File: src/rtl/sram_arbiter.sv
`default_nettype none
// ============================================================================
// Module   : sram_arbiter
// Purpose  : Two-port (instruction fetch / data) arbiter in front of a
//            synchronous single-port SRAM. Grants are combinational. The SRAM
//            control, address and data outputs are registered. Reads return
//            on rdataN two cycles after the grant.
// Config   : `define SRAM_ARB_RR_EN -> round-robin tie break
//            (default build      -> fixed priority, port 1 wins ties)
// Revision : 1.0 - initial release
// ============================================================================
module sram_arbiter #(
  parameter int ADDR_W = 15,
  parameter int DATA_W = 32
) (
  input  logic              CLK,
  input  logic              RST,
  input  logic              req0,
  input  logic              we0,
  input  logic [ADDR_W-1:0] addr0,
  input  logic [DATA_W-1:0] wdata0,
  input  logic              req1,
  input  logic              we1,
  input  logic [ADDR_W-1:0] addr1,
  input  logic [DATA_W-1:0] wdata1,
  output logic              gnt0,
  output logic              gnt1,
  output logic              rvalid0,
  output logic              rvalid1,
  output logic [DATA_W-1:0] rdata0,
  output logic [DATA_W-1:0] rdata1,
  output logic              CE_n,
  output logic              BWE_n,
  output logic [ADDR_W-1:0] A,
  output logic [DATA_W-1:0] D,
  input  logic [DATA_W-1:0] Q
);

  logic              w_gnt0;
  logic              w_gnt1;
  logic              w_rd_gnt;
  logic              w_rd_port;

  logic              r_ce_n;
  logic              r_bwe_n;
  logic [ADDR_W-1:0] r_addr;
  logic [DATA_W-1:0] r_data;

  // Read tracking: stage 1 = SRAM access cycle, stage 2 = data return cycle.
  logic              r_s1_vld;
  logic              r_s1_port;
  logic              r_s2_vld;
  logic              r_s2_port;

`ifdef SRAM_ARB_RR_EN
  // 1 = port 1 was granted most recently; reset makes port 1 win the first tie.
  logic              r_last;

  // Remember the most recently granted port; only moves on a grant.
  always_ff @(posedge CLK or posedge RST) begin
    if (RST) begin
      r_last <= 1'b0;
    end else if (w_gnt0 || w_gnt1) begin
      r_last <= w_gnt1;
    end
  end

  // Round-robin grant: on a tie the port not granted most recently wins.
  always_comb begin
    w_gnt1 = 1'b0;
    w_gnt0 = 1'b0;
    if (!RST) begin
      w_gnt1 = req1 && (!req0 || !r_last);
      w_gnt0 = req0 && !w_gnt1;
    end
  end
`else
  // Fixed-priority grant: data port (1) always wins a tie.
  always_comb begin
    w_gnt1 = 1'b0;
    w_gnt0 = 1'b0;
    if (!RST) begin
      w_gnt1 = req1;
      w_gnt0 = req0 && !req1;
    end
  end
`endif

  assign w_rd_gnt  = (w_gnt0 && !we0) || (w_gnt1 && !we1);
  assign w_rd_port = w_gnt1;

  // Launch the granted access onto the SRAM pins; A/D hold when idle.
  always_ff @(posedge CLK or posedge RST) begin
    if (RST) begin
      r_ce_n  <= 1'b1;
      r_bwe_n <= 1'b1;
      r_addr  <= '0;
      r_data  <= '0;
    end else if (w_gnt1) begin
      r_ce_n  <= 1'b0;
      r_bwe_n <= ~we1;
      r_addr  <= addr1;
      r_data  <= wdata1;
    end else if (w_gnt0) begin
      r_ce_n  <= 1'b0;
      r_bwe_n <= ~we0;
      r_addr  <= addr0;
      r_data  <= wdata0;
    end else begin
      r_ce_n  <= 1'b1;
      r_bwe_n <= 1'b1;
    end
  end

  // Two-stage read tracker; reset drops any reads that are in flight.
  always_ff @(posedge CLK or posedge RST) begin
    if (RST) begin
      r_s1_vld  <= 1'b0;
      r_s1_port <= 1'b0;
      r_s2_vld  <= 1'b0;
      r_s2_port <= 1'b0;
    end else begin
      r_s1_vld  <= w_rd_gnt;
      r_s1_port <= w_rd_port;
      r_s2_vld  <= r_s1_vld;
      r_s2_port <= r_s1_port;
    end
  end

  assign gnt0    = w_gnt0;
  assign gnt1    = w_gnt1;
  assign rvalid0 = r_s2_vld && !r_s2_port;
  assign rvalid1 = r_s2_vld &&  r_s2_port;
  assign rdata0  = Q;
  assign rdata1  = Q;
  assign CE_n    = r_ce_n;
  assign BWE_n   = r_bwe_n;
  assign A       = r_addr;
  assign D       = r_data;

endmodule
`default_nettype wire

File: config.mk
export PLATFORM = sky130hd
export DESIGN_NAME = sram_arbiter
export DESIGN_NICKNAME = d
export VERILOG_FILES = /design/src/rtl/sram_arbiter.sv
export SDC_FILE = /design/constraint.sdc
export NUM_CORES = 1
export LEC_CHECK = 0
export ABC_AREA = 1
export CAP_MARGIN = 20
export CORE_AREA = 2 2 95 97
export CTS_BUF_LIST = sky130_fd_sc_hd__clkbuf_2
export CTS_CLUSTER_DIAMETER = 100
export DETAILED_ROUTE_END_ITERATION = 8
export DIE_AREA = 0 0 97 99
export PLACE_DENSITY_LB_ADDON = 0.1
export SYNTH_ARGS = -nofsm -noshare
export SYNTH_HDL_FRONTEND = slang
export SYNTH_SLANG_ARGS = --single-unit
export TNS_END_PERCENT = 100
File: constraint.sdc
create_clock -name CLK -period 5.07 [get_ports CLK]
set_clock_uncertainty 0.2 [all_clocks]
set_input_delay 0.507 -clock CLK [delete_from_list [all_inputs] [get_ports CLK]]
set_output_delay 0.507 -clock CLK [all_outputs]
set_load 0.05 [all_outputs]
==> results.sh <==
export IMPL_power_mw=1.17
export IMPL_cap_violations=0
export IMPL_nets=647
export IMPL_cts_hold_buf=0
export IMPL_vias=2786
export IMPL_dp_hpwl_um=5380
export IMPL_ys_flop_type="dfrtp_1"
export IMPL_rsz0062_at_grt="no"
export IMPL_synth_top_area_frac=0.410
export IMPL_drt_first_pass_iters=4
export IMPL_switchingPower_mw=0.468
export IMPL_initial_utilization=0.364
export IMPL_crit_chain="clkdlybuf4s50_1 > clkinv_2 > nand3_1 > inv_1 > clkdlybuf4s50_1"
export IMPL_fp_dieArea_sq_um=9600
export IMPL_crit_required_ns=4.36
export IMPL_drc_errors=0
export IMPL_min_period_ns=3.08
export IMPL_wirelength_um=8060
export IMPL_synth_area_leader_cell="dfrtp_1"
export IMPL_fmax_mhz=324
export IMPL_clock_path_buffers=2
export IMPL_status="complete, no violations"
export IMPL_critPathKind="in -> out"
export IMPL_die_h_um=99
export IMPL_grtUsageTotal=0.171
export IMPL_antenna_cells=0
export IMPL_global_route_usage_met2=0.284
export IMPL_synth_seq_cells=53
export IMPL_syn_area_sq_um=3120
export IMPL_clk_latency_ns=0.42
export IMPL_max_vdd_ir_drop_mv=0.124
export IMPL_overflow=0
export IMPL_fill_cells=885
export IMPL_path_buf_inv=4
export IMPL_critPathTopFamily="buffers and inverters"
export IMPL_numCtsBuffers=5
export IMPL_tightest_slew_ns=1.00
export IMPL_critPathMaxFanout=29
export IMPL_grt_pass1_vias=2855
export IMPL_drv_slew=0
export IMPL_drt_iter0_markers=143
export IMPL_yosysSeqAreaShare=0.427
export IMPL_p_comb_frac=0.430
export IMPL_numPortBuffers=152
export IMPL_synth_edf_count=0
export IMPL_cpMaxStageDelayCell="clkdlybuf4s50_1"
export IMPL_synth_area_top_cells="dfrtp_1 41%, nand2_1 29%, buf_4 16%, nand3_1 7.9%, buf_2 1.9%"
export IMPL_ant_nets=0
export IMPL_min_path_type="in -> async"
export IMPL_crit_top_cell="clkdlybuf4s50_1"
export IMPL_grt_pass1_wl_um=13700
export IMPL_fin_crit_sh=0.608
export IMPL_ys_warn_count=0
export IMPL_avgSynthCellArea_sq_um=7.05
export IMPL_worstSetupStartpointType="input pin"
export IMPL_io_pins=249
export IMPL_area_growth_pct=36.4
export IMPL_p_seq_frac=0.431
export IMPL_core_sq_um=8550
export IMPL_cts_root_buf="clkbuf_2"
export IMPL_powerDensity_nw_per_um2=274
export IMPL_finalSetupTns_ns=0
export IMPL_fin_util=0.497
export IMPL_synth_cells=442
export IMPL_async_flop_share=1.00
export IMPL_leakage_nw=2.16
export IMPL_internal_power_mw=0.699
export IMPL_synthTopCellsByCount="239 x nand2_1, 65 x buf_4, 51 x dfrtp_1"
export IMPL_grtUsageMet1=0.215
export IMPL_drive_above_1_share=0.0349
export IMPL_relSlewSlack=0.331
export IMPL_cts_resized=0
export IMPL_multi_input_area_sq_um=1170
export IMPL_h_tree_depth=2
export IMPL_whs_ns=0.167
export IMPL_seqCellArea_sq_um=1330
export IMPL_post_cts_setup_buffers=0
export IMPL_end_kind="output pin"
export IMPL_grt_max_degree=76
export IMPL_swShare=0.401
export IMPL_avgViaCountPerCell=4.46
export IMPL_yosysMostFrequentCell="nand2_1"
export IMPL_path_clk_slew_ns=0.26
export IMPL_wl_per_cell_um=12.9
export IMPL_top_usage_layer="met2"
export IMPL_slowest_delay_ns=0.70
export IMPL_grt_util_met3=0.0660
export IMPL_place_congestion=0.806
export IMPL_syn_num_nets=574
export IMPL_cts_sinks=53
export IMPL_antenna_found_initial=0
export IMPL_yosysUniqueCellTypes=12
export IMPL_setup_viol=0
export IMPL_die_w_um=97
export IMPL_arrival_ns=2.38
export IMPL_rows=34
export IMPL_cts_tree="built"
export IMPL_hold_violations=0
export IMPL_clockPowerShare=0.139
state kept, by name, summed over array words and instances, names as in the netlist:
| name | flops |
|---|---|
| D | 32 |
| A | 15 |
| BWE_n | 1 |
| CE_n | 1 |
| r_s1_port | 1 |
| r_s1_vld | 1 |
| r_s2_port | 1 |
| r_s2_vld | 1 |
power by group through the flow:
stage          registers [mW]  logic, mW  clock network [mW]
2_1_floorplan           0.690      0.248                   0
3_3_place_gp            0.510      0.504                   0
3_5_place_dp            0.511      0.506                   0
4_1_cts                 0.504      0.507               0.173
5_1_grt                 0.511      0.536               0.194
6_report                0.503      0.501               0.162
cell type report:
cell class | instances | area share
Sequential cell | 53 | 0.313
Clock buffer | 5 | 0.00589
Multi-Input combinational cell | 291 | 0.275
Tap cell | 108 | 0.0318
Clock inverter | 3 | 0.00412
Timing Repair Buffer | 155 | 0.362
Inverter | 9 | 0.00824
cell usage in the layout, fill, tap and decap left out:
cell type        count
dfrtp_1             51
clkdlybuf4s50_1    151
inv_1                7
inv_2                1
nand2_2              1
clkbuf_2             5
buf_2                1
nand2_1            238
o21ai_4              1
clkinvlp_4           1
o21ai_0              1
buf_4                3
nor2_1               1
dfstp_2              2
nand3_1             49
clkinv_2             3
through the flow:
stage / cell area (sq um) / std cells / setup slack [ns]
after floorplan: 3120 / 442 / 1.38
after global placement: 4210 / 616 / 1.97
after detailed placement: 4210 / 616 / 1.95
after CTS: 4250 / 624 / 1.95
after global routing: 4250 / 624 / 1.79
final: 4250 / 624 / 1.99
final timing paths:
| check | start | end | slack (ns) | depth (start not counted) |
|---|---|---|---|---|
| setup / recovery | RST | gnt0 | 1.99 | 5 |
| hold / removal | RST | D[15] | 0.17 | 2 |
| setup reg to reg | D[22] | D[22] | 4.22 | 2 |
| hold reg to reg | r_s1_vld | r_s2_vld | 0.19 | 0 |
| max in group asynchronous | RST | D[16] | 3.28 | 3 |
| min in group CLK | r_s1_vld | r_s2_vld | 0.19 | 0 |
layer usage:
layer / part of all wire / wire length, um / up-vias
met5: 0 / 0 / -
met4: 0.0081 / 65 / 0
met3: 0.090 / 728 / 8
met2: 0.45 / 3660 / 115
met1: 0.45 / 3610 / 1235
li1: - / - / 1428
kinds of logic (layout without fill, tap and decap cells):
| kind of cell | Yosys count | after routing | share of synthesized area |
|---|---|---|---|
| flops | 53 | 53 | 0.427 |
| buf+inv | 98 | 172 | 0.201 |
| compound gates | 2 | 2 | 0.00442 |
| simple gates | 289 | 289 | 0.368 |
worst reg2reg max path, cell delays in order, from the launching register on:
cell and delay, ns:
dfrtp_1 0.45, nand2_1 0.07, nand2_1 0.06
Note: power is estimated with default switching activity, not from simulation.
